[config.mk]
export PLATFORM = sky130hd
export DESIGN_NAME = uart_report_formatter
export DESIGN_NICKNAME = d
export VERILOG_FILES = /design/src/rtl/uart_report_formatter.sv
export SDC_FILE = /design/constraint.sdc
export NUM_CORES = 1
export LEC_CHECK = 0
export CORE_MARGIN = 2
export CORE_UTILIZATION = 53
export CTS_BUF_LIST = sky130_fd_sc_hd__clkbuf_8 sky130_fd_sc_hd__clkbuf_16
export CTS_CLUSTER_SIZE = 30
export DETAILED_ROUTE_END_ITERATION = 6
export PLACE_DENSITY = 0.84
export SLEW_MARGIN = 20
export SYNTH_ARGS = -nofsm -noshare
export SYNTH_HDL_FRONTEND = slang
export SYNTH_SLANG_ARGS = --single-unit
[constraint.sdc]
create_clock -name clk -period 10.4 [get_ports clk]
set_input_delay 1.04 -clock clk [delete_from_list [all_inputs] [get_ports clk]]
set_output_delay 1.04 -clock clk [all_outputs]
set_load 0.005 [all_outputs]
[src/rtl/uart_report_formatter.sv]
// -----------------------------------------------------------------------------
// uart_report_formatter
//
// Multi-channel ASCII line reporter. A frame captures a snapshot of CHANNELS
// packed BCD readings, then streams one text line per channel to a byte-wide
// UART transmitter over a valid/ready handshake:
//
//   "Vnn - dddd U\r\n"   (nn = 01..CHANNELS, dddd = DIGITS BCD digits, U = UNIT)
//
// Frames start on the start input, on a start queued while a frame was running,
// or periodically after PERIOD idle cycles (PERIOD = 0 disables auto frames).
//
// Ports
//   clk        : system clock, rising edge
//   rst        : synchronous reset, active low
//   data_in    : packed BCD, channel k = data_in[k*DIGITS*4 +: DIGITS*4], MS digit first
//   start      : frame request, level sampled every clock
//   tx_ready   : transmitter accepts tx_data this cycle
//   tx_data    : ASCII byte offered to the transmitter
//   tx_valid   : tx_data valid; a byte moves on a clock edge with tx_valid && tx_ready
//   busy       : high from LOAD through DONE
//   frame_done : one-cycle pulse after the last byte of a frame has moved
// -----------------------------------------------------------------------------
module uart_report_formatter #(
  parameter int         CHANNELS = 13,
  parameter int         DIGITS   = 4,
  parameter int         PERIOD   = 100_000_000,
  parameter logic [7:0] UNIT     = 8'h56
) (
  input  logic                         clk,
  input  logic                         rst,
  input  logic [CHANNELS*DIGITS*4-1:0] data_in,
  input  logic                         start,
  input  logic                         tx_ready,
  output logic [7:0]                   tx_data,
  output logic                         tx_valid,
  output logic                         busy,
  output logic                         frame_done
);

  localparam int   LINE_LEN = DIGITS + 10;
  localparam int   DATA_W   = CHANNELS * DIGITS * 4;
  localparam int   TIMER_W  = (PERIOD > 1) ? $clog2(PERIOD) : 1;
  localparam logic AUTO_EN  = (PERIOD != 0);

  typedef enum logic [1:0] {
    S_IDLE,
    S_LOAD,
    S_SEND,
    S_DONE
  } state_t;

  state_t               state, state_d;
  logic [TIMER_W-1:0]   timer, timer_d;
  logic                 pending, pending_d;
  logic [DATA_W-1:0]    snap;
  logic                 snap_load;
  logic [6:0]           ch_idx, ch_idx_d;
  logic [4:0]           byte_idx, byte_idx_d;
  logic [7:0]           tx_data_d;
  logic                 tx_valid_d;
  logic                 busy_d;
  logic                 frame_done_d;
  logic                 timer_hit;
  logic                 last_of_line;
  logic                 last_of_frame;

  // Character at position pos of the line for channel ch, taken from the
  // snapshot s. Label is ch+1 printed as two decimal digits.
  function automatic logic [7:0] line_byte(input logic [6:0]        ch,
                                           input logic [4:0]        pos,
                                           input logic [DATA_W-1:0] s);
    int         label;
    int         p;
    int         dig;
    logic [3:0] nib;
    label = int'(ch) + 1;
    p     = int'(pos);
    line_byte = 8'h20;
    if (p == 0) begin
      line_byte = 8'h56;
    end else if (p == 1) begin
      line_byte = 8'h30 + 8'(label / 10);
    end else if (p == 2) begin
      line_byte = 8'h30 + 8'(label % 10);
    end else if (p == 4) begin
      line_byte = 8'h2D;
    end else if (p >= 6 && p < 6 + DIGITS) begin
      dig = p - 6;
      // Most significant digit sits in the top nibble of the channel field.
      nib = 4'(s >> (int'(ch) * DIGITS * 4 + (DIGITS - 1 - dig) * 4));
      line_byte = (nib < 4'd10) ? (8'h30 + {4'h0, nib}) : 8'h3F;
    end else if (p == DIGITS + 7) begin
      line_byte = UNIT;
    end else if (p == DIGITS + 8) begin
      line_byte = 8'h0D;
    end else if (p == DIGITS + 9) begin
      line_byte = 8'h0A;
    end
  endfunction

  assign timer_hit     = AUTO_EN && (timer == TIMER_W'(PERIOD - 1));
  assign last_of_line  = (byte_idx == 5'(LINE_LEN - 1));
  assign last_of_frame = last_of_line && (ch_idx == 7'(CHANNELS - 1));

  // NOTE: every signal driven here gets a default before the case so that no
  // path leaves it unassigned; a missing default would infer a latch.
  always_comb begin
    state_d      = state;
    timer_d      = timer;
    pending_d    = pending;
    ch_idx_d     = ch_idx;
    byte_idx_d   = byte_idx;
    tx_data_d    = tx_data;
    tx_valid_d   = tx_valid;
    busy_d       = busy;
    frame_done_d = 1'b0;
    snap_load    = 1'b0;

    case (state)
      S_IDLE: begin
        if (start || pending || timer_hit) begin
          state_d   = S_LOAD;
          timer_d   = '0;
          pending_d = 1'b0;
          busy_d    = 1'b1;
        end else if (AUTO_EN) begin
          timer_d = timer + 1'b1;
        end
      end

      S_LOAD: begin
        snap_load  = 1'b1;
        ch_idx_d   = '0;
        byte_idx_d = '0;
        tx_data_d  = line_byte(7'd0, 5'd0, data_in);
        tx_valid_d = 1'b1;
        state_d    = S_SEND;
        if (start) pending_d = 1'b1;
      end

      S_SEND: begin
        if (start) pending_d = 1'b1;
        if (tx_valid && tx_ready) begin
          if (last_of_frame) begin
            tx_valid_d   = 1'b0;
            frame_done_d = 1'b1;
            state_d      = S_DONE;
          end else if (last_of_line) begin
            ch_idx_d   = ch_idx + 7'd1;
            byte_idx_d = '0;
            tx_data_d  = line_byte(ch_idx + 7'd1, 5'd0, snap);
          end else begin
            byte_idx_d = byte_idx + 5'd1;
            tx_data_d  = line_byte(ch_idx, byte_idx + 5'd1, snap);
          end
        end
      end

      S_DONE: begin
        if (start) pending_d = 1'b1;
        busy_d  = 1'b0;
        state_d = S_IDLE;
      end

      default: state_d = S_IDLE;
    endcase
  end

  // NOTE: sequential state uses non-blocking assignments so every register
  // samples the pre-edge values regardless of statement order.
  always_ff @(posedge clk) begin
    if (!rst) begin
      state      <= S_IDLE;
      timer      <= '0;
      pending    <= 1'b0;
      ch_idx     <= '0;
      byte_idx   <= '0;
      tx_data    <= 8'h00;
      tx_valid   <= 1'b0;
      busy       <= 1'b0;
      frame_done <= 1'b0;
    end else begin
      state      <= state_d;
      timer      <= timer_d;
      pending    <= pending_d;
      ch_idx     <= ch_idx_d;
      byte_idx   <= byte_idx_d;
      tx_data    <= tx_data_d;
      tx_valid   <= tx_valid_d;
      busy       <= busy_d;
      frame_done <= frame_done_d;
    end
  end

  // NOTE: the snapshot is plain data storage, only read after LOAD has written
  // it, so it carries no reset.
  always_ff @(posedge clk) begin
    if (snap_load) snap <= data_in;
  end

endmodule
# Word level (Yosys, flattened, before mapping)
# Cells that the tools add are included.
# op_classes
n_lt_le_gt_ge	3
n_mux	36
n_div	2
shifts	1
reduce_logical	17
n_eq_ne	18
n_addsub	10
# ops
operator	n
$shr A208 B32 Y4	1
$mux W7	7
$mux W8	6
$div A32 B5 Y32 const B	1
$mod A32 B5 Y32 const B	1
$add A27 B1 Y27 const B	1
$eq A27 B27 Y1 const B	1
$mux W27	1
$add A6 B8 Y8 const A	2
$pmux W8 S2	1
$eq A5 B5 Y1 const B	3
$mux W5	3
$pmux W7 S2	1
$add A12 B9 Y13	1
$mux W6	2
$reduce_and A3 Y1	4
$eq A5 B4 Y1 const B	2
$ne A2 B2 Y1 const B	5
$pmux W5 S2	1
$add A7 B1 Y8 const B	1
$pmux W2 S4	1
$add A6 B4 Y7 const A	1
$add A7 B1 Y7 const B	1
$eq A7 B4 Y1 const B	1
other kinds (22)	38
# word_totals
in_bits	212
out_inout_bits	11
elab_cells	97
ff_bits	261

# Longest topological paths before layout
# logic_depth
depth_word	16
ltp_mapped	23
mapped_depth_nobuf	21

# Worst setup path before layout
# Ideal clock, no wire load.
# synth_path
path_type	register to register
from	reg state[1]
to	reg tx_data[6]
n_path_buf	0
stages_incl_launch_ff	9
slack_ns	3.180
setup_ns	0.079
synth_period_minus_slack_ns	7.220
required_ns	10.321
t_arrival_ns	7.141
cell_sequence	dfxtp_1 inv_1 ha_1 nand2b_1 o21ai_0 o21a_1 nand3_1 or3_1 o211ai_1
# synth_via
elab_chain_len	3
word_cells_on_any_way	7
classes_between	eq/ne (4); mux (1); reduce/logical (2)
# synth_rtl
element	line_no	rtl
from (decl)	53	state_t state, state_d;
from (signal assigned)	184	state <= state_d;
$eq A2 B2 Y1 / $eq A2 B1 Y1 (equally long branches)	120	case (state)
$ne A2 B2 Y1 (no line) / $reduce_bool A2 Y1 (equally long branches)	n/a	
$reduce_and A3 Y1 (no line)	n/a	
to (signal assigned)	189	tx_data <= tx_data_d;
to (decl)	35	output logic [7:0] tx_data,
# Parallel ways exist; a longest one is shown, timed or not.
# A chain may end at the register's enable or synchronous reset.

# Worst setup path in the final report
# layout_path
from	reg ch_idx[0]
to	reg tx_data[6]
# layout_via
elab_chain_len	13
word_cells_on_any_way	23
classes_between	add/sub (5); div (2); order compare (1); eq/ne (2); shift (1); mux (10); reduce/logical (2)
# layout_rtl
element	line_no	rtl
from (decl)	58	logic [6:0] ch_idx, ch_idx_d;
from (signal assigned)	187	ch_idx <= ch_idx_d;
parallel branches: the longest is 13 deep, another holds $mod A32 B5 Y32	n/a	
# Several ways; the timed one is not identified. The select of a mux whose other input is x is not followed.

==> results.json <==
{
  "skew_ps": 34.25,
  "start_kind": "flop",
  "worstSetupPathType": "flop to flop",
  "slowest_stage": "ha_1",
  "r2r_slack_ps": 4670,
  "cp-startpoint": "ch_idx[0]$_SDFFE_PN0P_",
  "syn_to_final_growth_pct": 28.12,
  "cpMostUsedCell": "nor2_1",
  "synth_cell_type_count": 81,
  "post_cts_resized": 0,
  "place.gp.congestion": 1.010,
  "worst_slew_pin_slew_ps": 1007,
  "min_path_type": "flop to flop",
  "drive_gt1_share_pct": 11.75,
  "grt_max_degree": 86,
  "nFillCells": 1496,
  "status": "completed",
  "drt-initial-drc-count": 884,
  "syn_nets": 1147,
  "grt_pass1_vias": 8557,
  "cts_tree": "done",
  "post-cts-setup-buffers": 0,
  "coreArea_um2": 22780,
  "ys_seq_area_share_pct": 59.21,
  "drc": 0,
  "path_cells": "ha_1 > nand2b_1 > nor2_1 > nor2_1 > ha_1 > or3_1 > ha_1 > nor2_1 > a21o_1 > o21ai_2 > nor2_1 > nor2_1 > a222oi_1 > o21ai_1 > a21oi_1 > ha_1 > nand3_1 > or3_1 > o211ai_1",
  "min_path_cells": 2,
  "num-nets-final": 1370,
  "fp.dieArea_um2": 24520,
  "multi_input_area_um2": 4826,
  "regArea_um2": 7311,
  "holdBufCountCts": 0,
  "synthesis.area_um2": 12340,
  "min-delay-start": "tx_data[7]$_SDFFE_PN0P_",
  "via_per_inst": 5.906,
  "syn_inst": 905,
  "synth_flop_cell": "edfxtp_1",
  "slew_violations": 0,
  "ys_seq_elements": 261,
  "arrival_ps": 6200,
  "rows": 55,
  "drtPass1Iterations": 6,
  "power.density_nw_per_um2": 194.3,
  "ir_drop_v": 0.0001524,
  "fin_setup_tns_ps": 0,
  "setup_viol": 0,
  "rsz0062_at_grt": "no",
  "layout_common_cells": "clkdlybuf4s50_1 (222), edfxtp_1 (208), nand2_1 (81)",
  "clock_path_buffers": 3,
  "fin_crit_sh_pct": 55.09,
  "synthArstFlopShare_pct": 0,
  "slowest_delay_ps": 550,
  "yosys_warnings": 0,
  "hold_path_end": "tx_data[7]$_SDFFE_PN0P_",
  "cts.sinks": 261,
  "die_x_um": 156.6,
  "root_buffer": "clkbuf_16",
  "r2r_start": "ch_idx[0]$_SDFFE_PN0P_",
  "hold_viol_final": 0,
  "hold_slack_ps": 461.9,
  "path_clk_slew_ps": 70,
  "required_ps": 10870,
  "synth_edf_count": 208,
  "overflow": 0,
  "routed_wl_um": 30130,
  "io_buffers": 222,
  "place_hpwl_um": 21080,
  "clk_latency_ps": 570,
  "grt_pass1_wl_um": 46900,
  "vias": 8634,
  "r2r_end": "tx_data[6]$_SDFFE_PN0P_",
  "antenna_cells": 0,
  "die_h_um": 156.6,
  "path_max_fanout": 12,
  "grt_usage_pct": 25.08,
  "leakage_nw": 5.298,
  "ant_nets": 0,
  "io_pins": 223,
  "r2r_cells": 19,
  "initial_core_util_pct": 54.18,
  "syn_area_per_cell_um2": 13.64,
  "cap_violations": 0,
  "fmax_mhz": 174.5,
  "endpoint_kind": "flop",
  "htreeDepth": 1,
  "grt_antenna_before_repair": 0,
  "relSlewSlack_pct": 32.84,
  "cts_inserted_buffers": 28,
  "avgRoutedWirePerCell_um": 20.61,
  "fin_crit_ps": 5729,
  "layout.cells.most_common": "clkdlybuf4s50_1"
}
[metrics by stage]
step	util [%]	setup slack, ps	power, mW	instance area [um^2]	cells
after floorplan	-	3180	1.908	12340	905
after global placement	65.21	4909	2.048	14850	1411
after detailed placement	65.25	4912	2.079	14860	1411
after CTS	69.40	4830	3.092	15810	1462
after global routing	69.42	4203	3.192	15810	1462
final	69.42	4671	3.072	15810	1462
[synth_stat cells (4+ instances only)]
| master | count | share of area [%] |
|---|---|---|
| edfxtp_1 | 208 | 51 |
| nand2_1 | 81 | 2.5 |
| nor2_1 | 73 | 2.2 |
| mux4_2 | 62 | 11 |
| dfxtp_1 | 53 | 8.6 |
| o21ai_0 | 40 | 1.6 |
| nand3_1 | 36 | 1.5 |
| a21oi_1 | 31 | 1.3 |
| ha_1 | 29 | 2.9 |
| xor2_1 | 21 | 1.5 |
| clkbuf_1 | 20 | 0.61 |
| xnor2_1 | 19 | 1.3 |
| inv_1 | 18 | 0.55 |
| nand4_1 | 13 | 0.66 |
| nor3_1 | 11 | 0.45 |
| or3_1 | 11 | 0.56 |
| a31oi_1 | 9 | 0.46 |
| and2_1 | 9 | 0.46 |
| and3_1 | 9 | 0.46 |
| mux2i_1 | 9 | 0.73 |
| o211ai_1 | 9 | 0.55 |
| nor2b_1 | 8 | 0.41 |
| o21a_1 | 8 | 0.49 |
| a21boi_0 | 7 | 0.43 |
| buf_2 | 7 | 0.28 |
| a21o_1 | 6 | 0.36 |
| a211oi_1 | 5 | 0.30 |
| a22oi_1 | 5 | 0.30 |
| buf_4 | 5 | 0.30 |
| o21ai_1 | 5 | 0.20 |
| nand3b_1 | 4 | 0.24 |
| nor4_1 | 4 | 0.20 |
| o2111ai_1 | 4 | 0.28 |
[where the power goes]
| group | leakage (nW) | internal [mW] | switching [mW] |
|---|---|---|---|
| sequential | 2.38 | 1.46 | 0.0841 |
| clock | 0.469 | 0.594 | 0.414 |
| combinational | 2.45 | 0.229 | 0.292 |
| total | 5.30 | 2.28 | 0.790 |
[worst max-delay path: cells and delay by family (launching register included)]
kind,cells,cell delay [ps]
compound gates,6,1490
fa+ha+maj,4,1300
flops,1,540
simple gates,9,2320
[layer usage]
metal | track usage [%] | wire length [um] | vias to the layer above
li1 | - | - | 3949
met1 | 33.05 | 11620 | 4154
met2 | 41.91 | 14900 | 460
met3 | 5.372 | 2617 | 71
met4 | 8.038 | 991 | 0
met5 | 0 | 0 | -
[worst max path at each step]
stage,endpoint,cells after the start
global placement,tx_data[1]$_SDFFE_PN0P_,17
finish,tx_data[6]$_SDFFE_PN0P_,19
global route,tx_data[5]$_SDFFE_PN0P_,20
floorplan,tx_data[6]$_SDFFE_PN0P_,8
CTS,tx_data[6]$_SDFFE_PN0P_,19
detailed placement,tx_data[5]$_SDFFE_PN0P_,20
[logic make-up (layout without fill, tap and decap cells)]
group,count (synthesis),count (layout),synth area share (%)
fa+ha+maj,31,31,3.183
simple gates,286,286,11.64
buf+inv,54,298,1.926
mux,73,73,12.23
xor+xnor,43,43,3.234
compound gates,157,157,8.587
flops,261,261,59.21
[flip-flops by register name (all words and copies together), names as in the netlist]
signal	count
busy	1
frame_done	1
byte_idx	5
pending	1
snap	208
tx_valid	1
state	2
ch_idx	7
timer	27
tx_data	8
[cell type report]
| cell class | instances | share of cell area (%) |
|---|---|---|
| Timing Repair Buffer | 228 | 14.34 |
| Multi-Input combinational cell | 590 | 30.52 |
| Inverter | 19 | 0.4510 |
| Clock buffer | 28 | 4.431 |
| Tap cell | 313 | 2.477 |
| Sequential cell | 261 | 46.23 |
| Clock inverter | 23 | 1.551 |
(Power assumes the default switching activity.)
